$ cat src/rtl/nbit_serial_add.sv
// Bit-serial N-bit adder: one full adder and a registered carry, LSB first.
// {c_out, sum} = a + b + c_in after N RUN cycles, then a one-cycle DONE.
module nbit_serial_add #(
  parameter int unsigned N = 32
) (
  input  logic         clk,
  input  logic         rst_n,
  input  logic         start,
  input  logic [N-1:0] a,
  input  logic [N-1:0] b,
  input  logic         c_in,
  output logic         busy,
  output logic         done,
  output logic [N-1:0] sum,
  output logic         c_out
);

  localparam int unsigned CW = $clog2(N) + 1;

  typedef enum logic [1:0] {
    IDLE,
    RUN,
    DONE
  } state_t;

  state_t         state;
  state_t         state_nxt;
  logic [N-1:0]   a_sh;
  logic [N-1:0]   b_sh;
  logic [N-1:0]   work;
  logic           carry;
  logic [CW-1:0]  cnt;
  logic           fa_s;
  logic           fa_c;
  logic           last_bit;

  always_comb begin
    state_nxt = state;
    busy      = 1'b0;
    done      = 1'b0;
    fa_s      = a_sh[0] ^ b_sh[0] ^ carry;
    fa_c      = (a_sh[0] & b_sh[0]) | (carry & (a_sh[0] ^ b_sh[0]));
    last_bit  = (cnt == CW'(N - 1));
    case (state)
      IDLE: if (start) state_nxt = RUN;
      RUN: begin
        busy = 1'b1;
        if (last_bit) state_nxt = DONE;
      end
      DONE: begin
        busy      = 1'b1;
        done      = 1'b1;
        state_nxt = IDLE;
      end
      default: state_nxt = IDLE;
    endcase
  end

  always_ff @(posedge clk) begin
    if (!rst_n) begin
      state <= IDLE;
      a_sh  <= '0;
      b_sh  <= '0;
      work  <= '0;
      carry <= 1'b0;
      cnt   <= '0;
      sum   <= '0;
      c_out <= 1'b0;
    end else begin
      state <= state_nxt;
      case (state)
        IDLE: begin
          if (start) begin
            a_sh  <= a;
            b_sh  <= b;
            carry <= c_in;
            cnt   <= '0;
          end
        end
        RUN: begin
          // Result enters at the MSB so bit 0 lands in place after N shifts.
          work  <= {fa_s, work[N-1:1]};
          carry <= fa_c;
          a_sh  <= a_sh >> 1;
          b_sh  <= b_sh >> 1;
          cnt   <= cnt + 1'b1;
          if (last_bit) begin
            sum   <= {fa_s, work[N-1:1]};
            c_out <= fa_c;
          end
        end
        default: ;
      endcase
    end
  end

endmodule
$ cat config.mk
export PLATFORM = sky130hd
export DESIGN_NAME = nbit_serial_add
export DESIGN_NICKNAME = d
export VERILOG_FILES = /design/src/rtl/nbit_serial_add.sv
export SDC_FILE = /design/constraint.sdc
export NUM_CORES = 1
export LEC_CHECK = 0
export BUFFER_PORTS_ARGS = -buffer_cell sky130_fd_sc_hd__buf_4
export CORE_UTILIZATION = 60
export CTS_CLUSTER_SIZE = 10
export DETAILED_ROUTE_END_ITERATION = 16
export PLACE_DENSITY = 0.95
export SYNTH_ARGS = -nofsm -noshare
export SYNTH_HDL_FRONTEND = slang
export SYNTH_SLANG_ARGS = --single-unit
$ cat constraint.sdc
create_clock -name clk -period 2.4 [get_ports clk]
set_clock_uncertainty 0.1 [all_clocks]
set_input_delay 0.48 -clock clk [delete_from_list [all_inputs] [get_ports clk]]
set_output_delay 0.48 -clock clk [all_outputs]
set_load 0.01 [all_outputs]
==> results_dict.tcl, run 1 <==
set metrics [dict create \
    status "complete, no violations" \
    wl_per_cell_um 14.4 \
    vias 4391 \
    fp.dieH_um 102 \
    synthArstFlopShare 0 \
    clock-sinks 137 \
    yosysMostFrequentCell "dfxtp_1" \
    slew_viol_final 0 \
    cts_resized 0 \
    firstDrtPassIters 4 \
    tritoncts "done" \
    rrSetupSlack_ns 0.28 \
    path_cells "inv_1 > ha_1 > mux2_4 > buf_4 > nor2_1 > a211oi_2" \
    cp-start-kind "flip-flop" \
    grt_pass1_vias 4197 \
    hold_path_class "in -> reg" \
    critPathSlowestCell "buf_4" \
    syn2layout_area_growth_pct 22.7 \
    regArea_um2 2740 \
    hold_buffers 0 \
    fin_util 0.754 \
    synthDistinctLibCells 33 \
    worst_slew_pin_slew_ns 0.615 \
    netlist_area_um2 5980 \
    grt_max_degree 77 \
    drive_gt1_frac 0.325 \
    placedInstanceArea_um2 6700 \
    timing.rr.start "state[0]$_SDFFE_PN0P_" \
    fin_nets 740 \
    final_antenna_net_count 0 \
    antenna_found_initial 0 \
    wl_mm 11.7 \
    vias_per_cell 5.40 \
    leakage_nw 2.86 \
    synth_top_cells_by_area "dfxtp_1 (46%), mux2i_1 (16%), a211oi_2 (13%)" \
    post-route-period-util 0.885 \
    reg2regPathDepth 6 \
    fin_crit_ns 2.12 \
    cts.clk_slew.worst_paths_ns 0.06 \
    cp_max_fo 52 \
    max-clock-path-buffers 2 \
    ioPinCount 103 \
    fmax_ghz 0.471 \
    rows 36 \
    cts_setup_buffers 0 \
    cp-startpoint "state[0]$_SDFFE_PN0P_" \
    cts.htree.levels 4 \
    min_from "b[31]" \
    grt_pass1_wl_mm 18.8 \
    die_w_um 102 \
    critPathRequiredTime_ns 2.73 \
    ys_ff_latch 137 \
    finish.instance_area_um2 7330 \
    syn_inst 588 \
    synthFlopType "dfxtp_1" \
    drtIter0Drc 123 \
    crit_type "reg -> reg" \
    fp.dieArea_um2 10400 \
    rsz0062_at_grt "false" \
    n_antenna_cell 0 \
    dpl.cell_count 781 \
    instances_no_fill 813 \
    initial_utilization 0.614 \
    drc 0 \
    fp.coreArea_um2 9730 \
    port_buffers 102 \
    setup_tns_ns 0 \
    insertion_delay_ns 0.52 \
    max_cap_violations 0 \
    synth_top_area_share 0.459 \
    yosysWarnings 0 \
    slowest_delay_ns 0.52 \
    hold_viol 0 \
    ys_seq_area_frac 0.459 \
    multiInputGateArea_um2 2890 \
    hpwl_mm 7.42 \
    power_density_nw_per_um2 820 \
    cts_buffers 17 \
    relSlewSlack 0.590 \
    ir_drop_uv 548 \
    gp_congestion 0.787 \
    clock-root-buffer "clkbuf_8" \
    synth.largest_area_cell "dfxtp_1" \
    avgSynthCellArea_um2 10.2 \
    synth_common_cells "dfxtp_1 (137), mux2i_1 (95), nor2_1 (89)" \
    syn-num-nets 661 \
    arrival_ns 2.46 \
    globalRouteTotalUtil 0.232 \
    finalPower_mw 6.01 \
    fill_cells 663 \
    endpoint_kind "flip-flop" \
    rr_endpoint "a_sh[17]$_SDFFE_PN0P_" \
    setup_viol 0 \
    gr-total-overflow 0 \
    critPathCapture "a_sh[17]$_SDFFE_PN0P_" \
    synth-edff-count 0 \
]
## power breakdown
group          total [mW]  switching (mW)  internal (mW)
Sequential           2.49          0.0780           2.41
Combinational       0.795           0.433          0.362
Clock                2.73           0.980           1.75
Total                6.01            1.49           4.52
## cell usage in the layout (no fill, tap or decap), drive strengths merged
cell type / instances
nand2: 38
a211oi: 64
nand4: 1
ha: 4
mux2i: 95
mux2: 2
xor2: 4
nor3: 1
or3: 2
dfxtp: 137
a21oi: 6
inv: 8
o21ai: 37
clkinvlp: 2
buf: 111
fa: 1
bufinv: 4
nor2: 99
and3: 1
clkbuf: 19
a32oi: 1
nand3: 36
a31o: 1
clkinv: 4
a311oi: 1
nand2b: 1
## critical path: cells and delay by family, from the launching register on
kind | cells | cell delay (ns)
AO/OA/AOI/OAI | 1 | 0.23
flip-flops | 1 | 0.41
multiplexers | 1 | 0.27
adder cells (fa/ha/maj) | 1 | 0.27
AND/OR/NAND/NOR | 1 | 0.13
buffers and inverters | 2 | 0.61
## layout make-up
cell class | instances | area share
sequential | 137 | 0.374
multi-input combinational | 395 | 0.394
tap | 133 | 0.0227
inverter | 5 | 0.00290
clock inverter | 13 | 0.0258
clock buffer | 19 | 0.0602
timing repair buffer | 111 | 0.120
## worst min-delay path by stage
stage                     cells past startpoint               endpoint  slack [ns]
after detailed placement                      2    sum[8]$_SDFFE_PN0P_        0.34
after global routing                          3  a_sh[31]$_SDFFE_PN0P_        0.16
after floorplan                               2  a_sh[31]$_SDFFE_PN0P_        0.33
final                                         3  b_sh[31]$_SDFFE_PN0P_        0.17
after global placement                        2   sum[17]$_SDFFE_PN0P_        0.34
after CTS                                     3  b_sh[31]$_SDFFE_PN0P_        0.14
## sequential cells by signal, indices dropped and copies added, names as in the netlist
register,flops
c_out,1
cnt,6
carry,1
sum,32
a_sh,32
b_sh,32
state,2
work,31
## logic make-up after synthesis
kind of cell,share of synthesized area
muxes,0.164
and+or+nand+nor,0.128
DFF,0.459
adders and majority gates,0.0117
AOI/OAI and AO/OA,0.171
xor gates and xnor gates,0.00586
buffers and inverters,0.0607
## metrics by stage
step / setup WS, ns / hold slack (ns)
after global routing: 0.194 / 0.161
after CTS: 0.301 / 0.145
after floorplan: 0.773 / 0.332
after detailed placement: 0.339 / 0.342
after global placement: 0.473 / 0.339
final: 0.277 / 0.165
## per-layer routing
metal / vias up / GRT usage / part of all wire
li1: 2217 / - / -
met4: 0 / 0.0936 / 0.015
met5: - / 0 / 0
met2: 98 / 0.401 / 0.49
met1: 2059 / 0.275 / 0.46
met3: 17 / 0.0607 / 0.039
Note: power is estimated with default switching activity, not from simulation.
==> run 2, diff against run 1 <==
--- a/config.mk
+++ b/config.mk
@@ -6,6 +6,7 @@
 export NUM_CORES = 1
 export LEC_CHECK = 0
 export BUFFER_PORTS_ARGS = -buffer_cell sky130_fd_sc_hd__buf_4
+export CORE_ASPECT_RATIO = 0.5
 export CORE_UTILIZATION = 60
 export CTS_CLUSTER_SIZE = 10
 export DETAILED_ROUTE_END_ITERATION = 16
==> constraint.sdc (replaced) <==
create_clock -name clk -period 2.5 [get_ports clk]
set_clock_uncertainty 0.1 [all_clocks]
set_input_delay 0.5 -clock clk [delete_from_list [all_inputs] [get_ports clk]]
set_output_delay 0.5 -clock clk [all_outputs]
set_load 0.01 [all_outputs]
==> run 2 against run 1 <==
Net effect:
- power decreased by 3.1%
- setup slack better by 0.15 ns
- register-to-register slack gained 0.15 ns
- flip-flop and latch count is the same
- sequential power down 4%
- worst hold slack better by 0.12 ns
- sequential share of layout area down 0.16 points
- utilization up 1.8 points
- critical endpoint is now a_sh[9]$_SDFFE_PN0P_
==> results_dict.tcl, run 2 (synthesis results as in run 1) <==
set metrics [dict create \
    post-route-period-util 0.829 \
    leakage_nw 2.88 \
    hold_buffers 0 \
    tritoncts "done" \
    wl_mm 12.5 \
    rsz0062_at_grt "false" \
    vias_per_cell 5.41 \
    final_common_cell "dfxtp_1" \
    antenna_found_initial 0 \
    cp-start-kind "flip-flop" \
    grt_pass1_vias 4286 \
    syn2layout_area_growth_pct 23.2 \
    slew_viol_final 0 \
    cts.clk_slew.worst_paths_ns 0.06 \
    hpwl_mm 7.71 \
    cts_buffers 17 \
    ioPinCount 103 \
    fmax_ghz 0.483 \
    critPathRequiredTime_ns 2.74 \
    largestRegisters "a_sh (32), b_sh (32), sum (32)" \
    holdWs_ns 0.284 \
    drive_gt1_frac 0.327 \
    endpoint_kind "flip-flop" \
    cts_resized 0 \
    relSlewSlack 0.562 \
    final_antenna_net_count 0 \
    rrSetupSlack_ns 0.43 \
    fp.dieArea_um2 10400 \
    vias 4429 \
    rows 25 \
    ir_drop_uv 558 \
    initial_utilization 0.626 \
    hold_path_class "in -> reg" \
    drc 0 \
    gr-total-overflow 0 \
    port_buffers 102 \
    cts_setup_buffers 0 \
    worst_slew_pin_slew_ns 0.657 \
    power_density_nw_per_um2 791 \
    status "complete, no violations" \
    globalRouteTotalUtil 0.249 \
    hold_viol 0 \
    drtIter0Drc 195 \
    setup_viol 0 \
    dpl.cell_count 787 \
    wl_per_cell_um 15.2 \
    cp_max_fo 34 \
    crit_type "reg -> reg" \
    fp.dieH_um 72.6 \
    fin_crit_ns 2.07 \
    setup_tns_ns 0 \
    grt_pass1_wl_mm 20.2 \
    fin_nets 744 \
    max-clock-path-buffers 2 \
    instances_no_fill 819 \
    grt_max_degree 67 \
    clock-root-buffer "clkbuf_16" \
    n_antenna_cell 0 \
    insertion_delay_ns 0.41 \
    die_w_um 143 \
    firstDrtPassIters 5 \
    gp_congestion 0.791 \
    cts.htree.levels 4 \
    clock-sinks 137 \
    most-common-layout-cells "dfxtp_1 (137), buf_4 (111), mux2i_1 (95)" \
    fp.coreArea_um2 9540 \
    max_cap_violations 0 \
    arrival_ns 2.31 \
]
[run 2: cell types whose count changed in the layout (fill, tap and decap cells not counted)]
cell and delta:
clkbuf_8 -1, clkinv_2 +2, inv_6 -3, clkbuf_1 +1
clkbuf_16 +1, buf_4 +4
[run 2: per-stage QoR]
stage	worst slack [ns]	total power, mW	cell area (um^2)	util
3_5_place_dp	0.466	3.21	6740	0.706
6_report	0.428	5.83	7360	0.772
4_1_cts	0.413	5.85	7360	0.772
5_1_grt	0.299	6.02	7360	0.772
3_3_place_gp	0.563	3.17	6740	0.706
2_1_floorplan	0.873	3.05	5980	-
[run 2: path summary, 6_finish.rpt]
check,to,startpoint,cells past startpoint
setup / recovery,a_sh[9]$_SDFFE_PN0P_,state[0]$_SDFFE_PN0P_,6
hold / removal,a_sh[31]$_SDFFE_PN0P_,a[31],3
setup reg to reg,a_sh[9]$_SDFFE_PN0P_,state[0]$_SDFFE_PN0P_,6
hold reg to reg,sum[22]$_SDFFE_PN0P_,sum[22]$_SDFFE_PN0P_,2
[run 2: worst max-delay path: stages, from the launching register on]
cell and delay, ns:
dfxtp_1 0.41, inv_1 0.09, ha_1 0.27, mux2_4 0.51, buf_4 0.32, nor2_1 0.09
a211oi_2 0.20
[run 2: metal layers]
metal / routed length, um / share of wire / vias to the layer above / GRT usage
met5: 0 / 0 / - / 0
met4: 276 / 0.022 / 0 / 0.122
met3: 413 / 0.033 / 28 / 0.0492
met2: 6000 / 0.48 / 86 / 0.423
met1: 5760 / 0.46 / 2087 / 0.308
li1: - / - / 2228 / -
[run 2: layout make-up]
type	count	area (um^2)
Multi-Input combinational cell	395	2890
Sequential cell	137	2740
Fill cell	580	2180
Timing Repair Buffer	115	913
Clock buffer	20	457
Clock inverter	12	173
Tap cell	135	169
Inverter	5	21.3
[run 2: report_power, final]
group | leakage [nW] | internal [mW] | switching [mW] | total [mW]
sequential | 1.12 | 2.31 | 0.0811 | 2.39
clock | 0.306 | 1.72 | 0.928 | 2.64
combinational | 1.46 | 0.357 | 0.432 | 0.788
total | 2.88 | 4.39 | 1.44 | 5.83
==> run 3, diff against run 2 <==
--- a/config.mk
+++ b/config.mk
@@ -7,10 +7,10 @@
 export LEC_CHECK = 0
 export BUFFER_PORTS_ARGS = -buffer_cell sky130_fd_sc_hd__buf_4
 export CORE_ASPECT_RATIO = 0.5
-export CORE_UTILIZATION = 60
+export CORE_UTILIZATION = 56
 export CTS_CLUSTER_SIZE = 10
 export DETAILED_ROUTE_END_ITERATION = 16
-export PLACE_DENSITY = 0.95
+export PLACE_DENSITY = 0.9
 export SYNTH_ARGS = -nofsm -noshare
 export SYNTH_HDL_FRONTEND = slang
 export SYNTH_SLANG_ARGS = --single-unit
==> constraint.sdc (replaced) <==
create_clock -name clk -period 2.1 [get_ports clk]
set_clock_uncertainty 0.1 [all_clocks]
set_input_delay 0.42 -clock clk [delete_from_list [all_inputs] [get_ports clk]]
set_output_delay 0.42 -clock clk [all_outputs]
set_load 0.01 [all_outputs]
==> run 3 against run 2 <==
Net effect:
- die area rose by 7.0%
- power is 14% higher
- first-iteration DRC count increased by 30%
- combinational power rose by 20%
- flip-flop and latch count unchanged
- global-route usage fell by 2.6 points
- routed wire length is 3.0% lower
- clock power grew 8.7%
- sequential share of layout area rose by 0.082 points
- worst hold slack worse by 0.074 ns
- register-to-register slack lost 0.25 ns
- largest power group unchanged
- highest routed layer unchanged
==> results_dict.tcl, run 3 (synthesis results as in run 1) <==
set metrics [dict create \
    status "complete, no violations" \
    leakage_nw 2.86 \
    fin_crit_ns 1.92 \
    firstDrtPassIters 4 \
    placedInstanceArea_um2 6780 \
    rr_endpoint "carry$_SDFFE_PN0P_" \
    ioPinCount 103 \
    drive_gt1_frac 0.319 \
    hold_buffers 0 \
    reg2regPathDepth 6 \
    finish.instance_area_um2 7350 \
    cp-start-kind "flip-flop" \
    setup_slack_ns 0.182 \
    ir_drop_uv 588 \
    critPathCapture "carry$_SDFFE_PN0P_" \
    grt_pass1_wl_mm 19.6 \
    die_w_um 148 \
    fp.dieH_um 75.0 \
    setup_tns_ns 0 \
    cts.clk_slew.worst_paths_ns 0.05 \
    drc 0 \
    initial_utilization 0.581 \
    vias_per_cell 5.35 \
    n_antenna_cell 0 \
    wl_mm 12.1 \
    fp.dieArea_um2 11100 \
    insertion_delay_ns 0.41 \
    grt_pass1_vias 4130 \
    gr-total-overflow 0 \
    arrival_ns 2.13 \
    vias 4394 \
    port_buffers 102 \
    gp_congestion 0.726 \
    globalRouteTotalUtil 0.223 \
    worst_slew_pin_slew_ns 0.411 \
    fin_nets 741 \
    grt_max_degree 69 \
    cp-startpoint "state[0]$_SDFFE_PN0P_" \
    cts.htree.levels 4 \
    post-route-period-util 0.913 \
    slew_viol_final 0 \
    timing.rr.start "state[0]$_SDFFE_PN0P_" \
    setup_viol 0 \
    tritoncts "done" \
    syn2layout_area_growth_pct 23.0 \
    critPathRequiredTime_ns 2.31 \
    largestRegisters "a_sh (32), b_sh (32), sum (32)" \
    cts_buffers 17 \
    cts_resized 0 \
    crit_type "reg -> reg" \
    antenna_found_initial 0 \
    relSlewSlack 0.726 \
    wl_per_cell_um 14.7 \
    rsz0062_at_grt "false" \
    clock-root-buffer "clkbuf_16" \
    final_antenna_net_count 0 \
    fp.coreArea_um2 10300 \
    endpoint_kind "flip-flop" \
    drtIter0Drc 254 \
    fill_cells 726 \
    hpwl_mm 7.47 \
    hold_path_class "in -> reg" \
    dp_slack_ns 0.196 \
    hold_viol 0 \
    max-clock-path-buffers 2 \
    cp_max_fo 22 \
    fmax_ghz 0.521 \
    cts_setup_buffers 0 \
    max_cap_violations 0 \
    most-common-layout-cells "dfxtp_1 (137), buf_4 (103), mux2i_1 (95)" \
    rrSetupSlack_ns 0.18 \
    final_common_cell "dfxtp_1" \
    rows 26 \
    power_density_nw_per_um2 907 \
    clock-sinks 137 \
]
## run 3: cell count changes in the layout (fill, tap and decap cells not counted), sizes merged
cell,previous run,this run
buf,115,112
bufinv,4,2
clkbuf,20,24
clkinv,6,4
## run 3: worst max-delay path, cell delays in order (launching register included)
cell      delay (ns)
dfxtp_1         0.39
inv_1           0.08
ha_1            0.26
mux2_4          0.44
buf_4           0.25
nor2_1          0.06
a211oi_1        0.23
## run 3: where the power goes
| group | switching [mW] | internal [mW] | leakage (nW) |
|---|---|---|---|
| sequential | 0.0916 | 2.75 | 1.12 |
| clock | 1.06 | 1.80 | 0.274 |
| combinational | 0.510 | 0.439 | 1.46 |
| total | 1.67 | 5.00 | 2.86 |
## run 3: metrics by stage
step | hold WS (ns) | instances | total power [mW] | utilization
floorplan | 0.332 | 588 | 3.63 | -
global placement | 0.338 | 789 | 3.80 | 0.660
detailed placement | 0.342 | 789 | 3.84 | 0.660
CTS | 0.198 | 821 | 6.71 | 0.715
global route | 0.231 | 821 | 6.92 | 0.715
finish | 0.210 | 821 | 6.66 | 0.715
## run 3: final cells by class
type                       count  area (um^2)  area share
multi-input combinational    395         2890       0.393
sequential                   137         2740       0.373
timing repair buffer         112          953       0.130
clock buffer                  24          472      0.0642
tap                          140          175      0.0238
clock inverter                 8         95.1      0.0129
inverter                       5         21.3     0.00289
## run 3: per-layer routing
| layer | vias up | track usage | routed length (um) |
|---|---|---|---|
| li1 | 2223 | - | - |
| met1 | 2081 | 0.276 | 5560 |
| met2 | 73 | 0.391 | 5950 |
| met3 | 17 | 0.0418 | 383 |
| met4 | 0 | 0.101 | 194 |
| met5 | - | 0 | 0 |
## run 3: worst min path at each step
stage                               start                    end  slack (ns)  cells past startpoint
floorplan           a_sh[31]$_SDFFE_PN0P_  a_sh[31]$_SDFFE_PN0P_        0.33                      2
global placement     sum[31]$_SDFFE_PN0P_   sum[31]$_SDFFE_PN0P_        0.34                      2
detailed placement   sum[12]$_SDFFE_PN0P_   sum[12]$_SDFFE_PN0P_        0.34                      2
CTS                                 a[31]  a_sh[31]$_SDFFE_PN0P_        0.20                      3
global route                        a[31]  a_sh[31]$_SDFFE_PN0P_        0.23                      3
finish                              a[31]  a_sh[31]$_SDFFE_PN0P_        0.21                      3
